==> src/rtl/msrv32_load_unit_mis.sv <==
// msrv32_load_unit_mis
// Sequential load unit for the msrv32 memory stage. It accepts one load
// request, issues one or two aligned reads on the data bus, merges and
// shifts the returned bytes, and produces a sign- or zero-extended result.
// Misaligned loads that cross a bus-word boundary take two beats. With
// MISALIGN_EN=0 they are reported as errors instead.
//
// Parameters
//   XLEN         data/address width, 32 or 64 (bus word = XLEN/8 bytes)
//   MISALIGN_EN  1 = split misaligned loads in hardware, 0 = flag them
// Ports
//   ms_riscv32_mp_clk_in      clock, rising edge
//   ms_riscv32_mp_rst_in      asynchronous active-low reset
//   load_req_in               request valid, taken when lu_busy_out=0
//   load_addr_in              byte address
//   load_size_in              0 byte, 1 half, 2 word, 3 double
//   load_unsigned_in          1 = zero-extend the result
//   ms_riscv32_mp_dmreq_out   bus read request
//   ms_riscv32_mp_dmaddr_out  bus-word aligned read address
//   ahb_ready_in              beat completes when high with dmreq_out
//   ahb_resp_in               error response, valid with ready
//   ms_riscv32_mp_dmdata_in   read data, valid with ready
//   lu_output_out             extended load result
//   lu_valid_out              one-cycle completion pulse
//   lu_busy_out               a bus beat is outstanding
//   lu_misaligned_err_out     misalignment error, qualified by valid
//   lu_bus_err_out            bus error, qualified by valid

module msrv32_load_unit_mis #(
    parameter int XLEN        = 32,
    parameter bit MISALIGN_EN = 1'b1
) (
    input  logic            ms_riscv32_mp_clk_in,
    input  logic            ms_riscv32_mp_rst_in,
    input  logic            load_req_in,
    input  logic [XLEN-1:0] load_addr_in,
    input  logic [1:0]      load_size_in,
    input  logic            load_unsigned_in,
    output logic            ms_riscv32_mp_dmreq_out,
    output logic [XLEN-1:0] ms_riscv32_mp_dmaddr_out,
    input  logic            ahb_ready_in,
    input  logic            ahb_resp_in,
    input  logic [XLEN-1:0] ms_riscv32_mp_dmdata_in,
    output logic [XLEN-1:0] lu_output_out,
    output logic            lu_valid_out,
    output logic            lu_busy_out,
    output logic            lu_misaligned_err_out,
    output logic            lu_bus_err_out
);

    localparam int BUS_BYTES = XLEN / 8;
    localparam int OFFW      = $clog2(BUS_BYTES);

    typedef enum logic [1:0] {IDLE, BEAT0, BEAT1, DONE} state_t;

    state_t          state;
    state_t          next_state;

    logic            accept;
    logic [2:0]      req_off;
    logic            req_misaligned;
    logic            req_cross;
    logic            req_err;

    logic [OFFW-1:0] off_q;
    logic [1:0]      size_q;
    logic            uns_q;
    logic            cross_q;
    logic [XLEN-1:0] beat0_q;
    logic [XLEN-1:0] dmaddr_q;
    logic [XLEN-1:0] result_q;
    logic            mis_err_q;
    logic            bus_err_q;

    logic [XLEN-1:0] merge_lo;
    logic [XLEN-1:0] merge_hi;
    logic [XLEN-1:0] low;
    logic [XLEN-1:0] mask;
    logic [XLEN-1:0] fill;
    logic [XLEN-1:0] extended;
    logic            sign;

    // Classify the incoming request. The offset is zero-extended to three
    // bits so one decode serves both bus widths. A double on a 32-bit unit
    // can never be serviced, so it always counts as a misalignment error.
    always_comb begin
        req_off = 3'(load_addr_in[OFFW-1:0]);
        unique case (load_size_in)
            2'd0:    req_misaligned = 1'b0;
            2'd1:    req_misaligned = req_off[0];
            2'd2:    req_misaligned = |req_off[1:0];
            default: req_misaligned = (XLEN == 32) ? 1'b1 : |req_off;
        endcase
        req_cross = ({1'b0, req_off} + (4'd1 << load_size_in)) > 4'(BUS_BYTES);
        req_err   = req_misaligned &&
                    (!MISALIGN_EN || (XLEN == 32 && load_size_in == 2'd3));
        accept    = load_req_in && (state == IDLE || state == DONE);
    end

    // State register; reset aborts any transfer and drops the bus request.
    always_ff @(posedge ms_riscv32_mp_clk_in or negedge ms_riscv32_mp_rst_in) begin
        if (!ms_riscv32_mp_rst_in) begin
            state <= IDLE;
        end else begin
            state <= next_state;
        end
    end

    // Next-state logic. IDLE and DONE both accept, which gives back-to-back
    // loads. An error response on the first beat skips the second beat.
    always_comb begin
        next_state = state;
        unique case (state)
            IDLE, DONE: begin
                if (load_req_in) begin
                    next_state = req_err ? DONE : BEAT0;
                end else begin
                    next_state = IDLE;
                end
            end
            BEAT0: begin
                if (ahb_ready_in) begin
                    next_state = (!ahb_resp_in && cross_q) ? BEAT1 : DONE;
                end
            end
            BEAT1: begin
                if (ahb_ready_in) begin
                    next_state = DONE;
                end
            end
            default: next_state = IDLE;
        endcase
    end

    // Control outputs decode straight from the state flops.
    always_comb begin
        ms_riscv32_mp_dmreq_out = (state == BEAT0) || (state == BEAT1);
        lu_busy_out             = (state == BEAT0) || (state == BEAT1);
        lu_valid_out            = (state == DONE);
    end

    // Merge and extend. The final beat is always the live bus data. On a
    // crossing load the first beat comes from beat0_q and becomes the low
    // half. A full-width load needs no extension, so its mask is all ones.
    always_comb begin
        merge_lo = (state == BEAT1) ? beat0_q : ms_riscv32_mp_dmdata_in;
        merge_hi = (state == BEAT1) ? ms_riscv32_mp_dmdata_in : '0;
        low      = XLEN'({merge_hi, merge_lo} >> {off_q, 3'b000});
        unique case (size_q)
            2'd0: begin
                mask = XLEN'(8'hFF);
                sign = low[7];
            end
            2'd1: begin
                mask = XLEN'(16'hFFFF);
                sign = low[15];
            end
            2'd2: begin
                mask = (XLEN == 64) ? XLEN'(32'hFFFF_FFFF) : '1;
                sign = low[31];
            end
            default: begin
                mask = '1;
                sign = 1'b0;
            end
        endcase
        fill     = (sign && !uns_q) ? '1 : '0;
        extended = (low & mask) | (fill & ~mask);
    end

    // Datapath registers. The result and error flags are written only on
    // the edge that enters DONE, so they hold until the next completion.
    always_ff @(posedge ms_riscv32_mp_clk_in or negedge ms_riscv32_mp_rst_in) begin
        if (!ms_riscv32_mp_rst_in) begin
            off_q     <= '0;
            size_q    <= '0;
            uns_q     <= 1'b0;
            cross_q   <= 1'b0;
            beat0_q   <= '0;
            dmaddr_q  <= '0;
            result_q  <= '0;
            mis_err_q <= 1'b0;
            bus_err_q <= 1'b0;
        end else if (accept) begin
            off_q   <= load_addr_in[OFFW-1:0];
            size_q  <= load_size_in;
            uns_q   <= load_unsigned_in;
            cross_q <= req_cross;
            if (req_err) begin
                result_q  <= '0;
                mis_err_q <= 1'b1;
                bus_err_q <= 1'b0;
            end else begin
                dmaddr_q <= load_addr_in & ~XLEN'(BUS_BYTES - 1);
            end
        end else if ((state == BEAT0 || state == BEAT1) && ahb_ready_in) begin
            if (ahb_resp_in) begin
                result_q  <= '0;
                mis_err_q <= 1'b0;
                bus_err_q <= 1'b1;
            end else if (state == BEAT0 && cross_q) begin
                beat0_q  <= ms_riscv32_mp_dmdata_in;
                dmaddr_q <= dmaddr_q + XLEN'(BUS_BYTES);
            end else begin
                result_q  <= extended;
                mis_err_q <= 1'b0;
                bus_err_q <= 1'b0;
            end
        end
    end

    assign ms_riscv32_mp_dmaddr_out = dmaddr_q;
    assign lu_output_out            = result_q;
    assign lu_misaligned_err_out    = mis_err_q;
    assign lu_bus_err_out           = bus_err_q;

endmodule

==> config.mk <==
export PLATFORM = sky130hd
export DESIGN_NAME = msrv32_load_unit_mis
export DESIGN_NICKNAME = d
export VERILOG_FILES = /design/src/rtl/msrv32_load_unit_mis.sv
export SDC_FILE = /design/constraint.sdc
export NUM_CORES = 1
export LEC_CHECK = 0
export BUFFER_PORTS_ARGS = -buffer_cell sky130_fd_sc_hd__buf_2
export CORE_MARGIN = 3
export CORE_UTILIZATION = 59
export DETAILED_ROUTE_END_ITERATION = 12
export PLACE_DENSITY = 0.85
export SKIP_CTS_REPAIR_TIMING = 1
export SLEW_MARGIN = 30
export SYNTH_ARGS = -nofsm -noshare
export SYNTH_HDL_FRONTEND = slang
export SYNTH_SLANG_ARGS = --single-unit
==> constraint.sdc <==
create_clock -name ms_riscv32_mp_clk_in -period 7.2 [get_ports ms_riscv32_mp_clk_in]
set_clock_uncertainty 0.2 [all_clocks]
set_input_delay 1.08 -clock ms_riscv32_mp_clk_in [delete_from_list [all_inputs] [get_ports ms_riscv32_mp_clk_in]]
set_output_delay 1.08 -clock ms_riscv32_mp_clk_in [all_outputs]
set_load 0.01 [all_outputs]
# After elaboration in Yosys (flattened, before gate mapping)
# Cells that the tools add are included.
[word_totals] ff_bits=106 inputBits=72 output_inout_bits=69 word_cells=87
[op_classes] n_addsub=2 order_cmp=1 eq_ne=14 n_shift=2 mux=31 n_bitwise=6 n_reduce_logical=21
[ops] cell="32-bit two-way mux" count=13
[ops] cell="32-bit bitwise AND" count=2
[ops] cell="32-bit case mux with 2 select lines" count=1
[ops] cell="64-bit by 5-bit right shift with 32-bit output" count=1
[ops] cell="32-bit by 3-bit adder with 32-bit output (second input constant)" count=1
[ops] cell="32-bit NOT" count=1
[ops] cell="32-bit bitwise OR" count=1
[ops] cell="2-bit equality test (second input constant)" count=5
[ops] cell="1-bit two-way mux" count=10
[ops] cell="2-bit two-way mux" count=4
[ops] cell="4-bit AND reduction" count=2
[ops] cell="2-bit by 1-bit equality test with 1-bit output (second input constant)" count=3
[ops] cell="1-bit logical AND" count=6
[ops] cell="2-bit zero test" count=3
[ops] cell="2-bit inequality test (second input constant)" count=3
[ops] cell="1-bit case mux with 3 select lines" count=2
[ops] cell="2-bit case mux with 3 select lines" count=1
[ops] cell="2-bit by 4-bit adder with 4-bit output" count=1
[ops] cell="4-bit by 3-bit > comparator with 1-bit output (second input constant)" count=1
[ops] cell="2-bit by 1-bit inequality test with 1-bit output (second input constant)" count=2
[ops] cell="2-bit nonzero test" count=2
[ops] cell="2-bit OR reduction" count=2
[ops] cell="1-bit by 2-bit << shifter with 4-bit output (first input constant)" count=1
[ops] cell="3-bit inequality test (second input constant)" count=1
[ops] cell="other kinds (5)" count=8

# Logic depth before layout (Yosys ltp)
[logic_depth] word_depth=12 depth_mapped=11 ltp_nobuf=8

# Worst setup path after synthesis
# OpenSTA, ideal clock, no wires.
[synth_path] path_kind="input -> register" from="input ms_riscv32_mp_dmdata_in[31]" to="register result_q[22] (netlist: lu_output_out[22])" setup_ps=129 arrival_ps=2408 required_time_ps=6871 setup_slack_ps=4463 stages=7 path_buffers=2 path_cell_list="mux2i_2 > mux2i_1 > mux2i_4 > a2bb2o_4 > buf_6 > buf_6 > a2111o_1"
[synth_between] elab_chain_len=11 word_cells_on_any_way=12 classes_between="1 x shift; 8 x mux; 2 x bitwise; 1 x reduce/logical"
[synth_lines] item="start, declared" line="43" text="input logic [XLEN-1:0] ms_riscv32_mp_dmdata_in,"
[synth_lines] item="32-bit two-way mux, on equally long branches" line="146, 147"
[synth_lines] item="64-bit by 5-bit right shift with 32-bit output (*)" line="148" text="low = XLEN'({merge_hi, merge_lo} >> {off_q, 3'b000});"
[synth_lines] item="1-bit case mux with 3 select lines (*)" line="149" text="unique case (size_q)"
[synth_lines] item="1-bit logical AND (*)" line="167" text="fill = (sign && !uns_q) ? '1 : '0;"
[synth_lines] item="32-bit two-way mux (*)" line="167"
[synth_lines] item="32-bit bitwise AND (*)" line="168" text="extended = (low & mask) | (fill & ~mask);"
[synth_lines] item="32-bit bitwise OR (*)" line="168"
[synth_lines] item="32-bit two-way mux (*)" line="201" text="end else if (state == BEAT0 && cross_q) begin"
[synth_lines] item="32-bit two-way mux (*)" line="197" text="if (ahb_resp_in) begin"
[synth_lines] item="32-bit two-way mux (*)" line="196" text="end else if ((state == BEAT0 || state == BEAT1) && ahb_ready_in) begin"
[synth_lines] item="32-bit two-way mux (*)" line="184" text="end else if (accept) begin"
[synth_lines] item="end signal, assigned" line="205" text="result_q <= extended;"
[synth_lines] item="end, declared" line="71" text="logic [XLEN-1:0] result_q;"
# Mark *: on every way between the ends. The rest lies on a longest branch, timed or not. The select of a mux whose other input is x is not followed.
# A chain may end at the register's enable or synchronous reset.

# Worst setup path after layout
[layout_path] from="register state[0]" to="register dmaddr_q[9] (netlist: ms_riscv32_mp_dmaddr_out[9])"
[layout_between] elab_chain_len=5 word_cells_on_any_way=15 classes_between="5 x eq/ne; 1 x mux; 9 x reduce/logical"
[layout_lines] item="start, declared" line="56" text="state_t state;"
[layout_lines] item="start signal, assigned" line="105" text="state <= next_state;"
[layout_lines] item="2-bit equality test (tied with other cells)" line="97" text="accept = load_req_in && (state == IDLE || state == DONE);"
[layout_lines] item="1-bit logical OR, on equally long branches" line="97, 196"
[layout_lines] item="1-bit logical AND, on equally long branches" line="97, 196"
[layout_lines] item="2-bit inequality test (no line) (tied with other cells)"
[layout_lines] item="4-bit AND reduction (no line)"
[layout_lines] item="end signal, assigned" line="194" text="dmaddr_q <= load_addr_in & ~XLEN'(BUS_BYTES - 1);"
[layout_lines] item="end signal, assigned" line="203" text="dmaddr_q <= dmaddr_q + XLEN'(BUS_BYTES);"
[layout_lines] item="end, declared" line="70" text="logic [XLEN-1:0] dmaddr_q;"
# Several ways; a longest one is shown, not always the timed one.

==> metrics.txt <==
status=completed; post-synthesis register bit count=roughly 100; FP Rows=37; YS warnings=0; fmax=around 290 MHz; top post-synthesis cells by area=dfrtp_1 41%, mux2_2 7.7%, mux2i_1 7.3%; Tot Pwr=approximately 0.003 W; ratio of cells with drive above 1 in the final layout=between 30% and 40%; Synth top area share=around two fifths; Num CTS Buffers=9; post-synth cell types=64; GRT met3 Usage=5.68%; Cell Area, Placed=~7000 sq um; routed vias=5573; IO Pins=141; final setup violation count=0; measured slew at the worst slew-check pin=930 ps; vias in the first global route=5172; hpwl dp=~12000 um; CP max stage cell=and2_2; hold path cells=2; crit path cell chain=inv_1 -> ha_4 -> nor3b_2 -> and2_2 -> nand2b_2 -> o21ai_0 -> a22o_1; Mapped Cells=632; clk sinks=104; Worst Hold Class=reg -> reg; CTS tree=done; capturing point of the worst reg2reg path=ms_riscv32_mp_dmaddr_out[9]; synth-to-layout area growth=13.8%; # port buffers=between 100 and 150; pwr/cell area=between 400 and 500 nW/um^2; RSZ-0062 raised after global routing=no; clock slew at reported path FFs=around 100 ps; core box area=10300 sq um; final slew viol count=0; worst path bufs/invs=1; worst stage delay on the critical path=830 ps; maximum buffer depth of the clock tree=2; Skew-Pair Late Insertion Delay=370 ps; sequential-to-total area share from yosys stat=around 41%; Die ar.=11900 sq um; first-pass GRT wire length=26400 um; fin crit period=3430 ps; crit path kind=reg -> reg; post-synth top area cell=dfrtp_1; setup TNS=0 ps; Worst Path Max Fanout=43; met1 GRT Util=38.9%; synthesized area per cell=9.92 sq um; R2R cell count=7; pin count of the biggest net entering global routing=67; Hold Vio Cnt, Final=0; Peak supply drop=196 uV; Core Util, Final=69.2%; Worst EP arrival=around 3500 ps; Primary FF master, synth=dfrtp_1; Total GRT Usage=around 29%; Starting Density=60.8%; R2R setup slack=3770 ps; Die Span Y=between 100 and 150 um; Die Width=109 um; end of the worst hold path=lu_output_out[4]; max_cap viols=0; wire per inst=18.8 um; Finished Cell Area=7140 sq um; Reg2Reg Launch Point=state[0]; grt ovf=0; GR peak layer=met2; root buffer cell=clkbuf_8; Crit path max-delay family=simple AND/OR/NAND/NOR gates; drt first pass iters=5; Hold Path Origin=lu_output_out[4]; Leak=3.47 nW; WP data required=7270 ps; # DRC=0; initial antenna violation count=1; critical path capture point type=flip-flop; Antenna Nets Post-Route=0; # H-tree levels=3; Post-synth EDFFs=0; First DRT Iteration DRCs=580; DRT Wirelength=16500 um; async set-or-reset flop fraction in the synthesized netlist=100%; drt via density=6.32; CP Launch Type=flip-flop; Syn Std Cell Area=roughly 6300 sq um; met2 usage=45.6%; Final nets=821; period utilisation layout=47.7%; Max-Slew Margin vs Limit=38.0%; RD Place Congestion=0.938
-- synthesized netlist by cell type (all sizes together), types with 9 or more instances --
library cell / number
a211o: 9
a211oi: 12
a21oi: 42
buf: 24
clkbuf: 24
dfrtp: 104
inv: 13
mux2: 43
mux2i: 48
mux4: 9
nand2: 60
nand3: 22
nor2: 50
nor2b: 11
nor3: 10
o21ai: 31
o22ai: 15
-- placed cells by master, fill, tap and decap left out, types with 7 or more instances in the layout --
cell      synthesis  final
a21oi_1          42     42
nand2_1          60     60
dfrtp_1         104    103
a211oi_1         12     12
mux2_2           43     43
nor3_1            9      9
mux4_2            9      9
a2111o_1          7      7
clkbuf_8          0      9
a211o_1           9      9
buf_2            13    137
mux2i_1          46     46
o21ai_0          31     31
buf_4             4      8
a221o_1           8      8
inv_1            13     13
o22ai_1          15     15
and3_1            8      8
nand3_1          21     21
nor2b_1          11     11
nor2_1           50     50
-- worst register-to-register path: stages (launching register included) --
cell	delay [ps]
dfrtp_1	420
inv_1	150
ha_4	240
nor3b_2	380
and2_2	830
nand2b_2	660
o21ai_0	180
a22o_1	260
-- per-layer routing --
layer | up-vias | wire [um]
li1 | 2568 | -
met3 | 40 | 1500
met4 | 2 | 390
met2 | 285 | 8000
met5 | - | 13
met1 | 2678 | 6640
-- state kept, by name (all words and copies together), names as in the netlist --
signal and flops:
lu_misaligned_err_out 1, lu_output_out 32, off_q 2, uns_q 1, ms_riscv32_mp_dmaddr_out 30, beat0_q 32, size_q 2, state 2
lu_bus_err_out 1, cross_q 1
-- area by class of cell --
cell class,instances,area [sq um]
Antenna cell,1,2.50
Clock inverter,5,33.8
Fill cell,769,3180
Sequential cell,104,2600
Tap cell,136,170
Inverter,13,48.8
Timing Repair Buffer,145,746
Clock buffer,10,128
Multi-Input combinational cell,468,3410
-- cell families after synthesis --
group	count (synthesis)	share of synthesized area [%]
AOI/OAI and AO/OA	164	18.0
adders and majority gates	8	1.72
buffers and inverters	61	4.53
DFF	104	41.5
muxes	100	18.9
other	1	0.0598
and+or+nand+nor	194	15.3
-- power by group --
| group | internal (W) | total [W] | switching (W) |
|---|---|---|---|
| registers | 0.000834 | 0.00105 | 0.000215 |
| clock network | 0.000124 | 0.000331 | 0.000207 |
| logic | 0.000741 | 0.00170 | 0.000964 |
-- metrics by stage --
| stage | worst slack, ps | std cells | hold WS (ps) |
|---|---|---|---|
| 4_1_cts | 3480 | 880 | 292 |
| 5_1_grt | 3590 | 881 | 312 |
| 2_1_floorplan | 4460 | 633 | 261 |
| 3_3_place_gp | 3220 | 865 | 261 |
| 6_report | 3770 | 882 | 291 |
| 3_5_place_dp | 3140 | 865 | 270 |
-- worst max path at each step --
stage | from | end | slack [ps] | cells after the start
2_1_floorplan | ms_riscv32_mp_dmdata_in[31] | lu_output_out[22] | 4460 | 7
3_3_place_gp | ahb_resp_in | ms_riscv32_mp_dmaddr_out[9] | 3220 | 6
3_5_place_dp | ahb_resp_in | ms_riscv32_mp_dmaddr_out[9] | 3140 | 6
4_1_cts | state[0] | ms_riscv32_mp_dmaddr_out[9] | 3480 | 7
5_1_grt | state[0] | ms_riscv32_mp_dmaddr_out[9] | 3590 | 7
6_report | state[0] | ms_riscv32_mp_dmaddr_out[9] | 3770 | 7
Note: power is estimated with default switching activity, not from simulation.
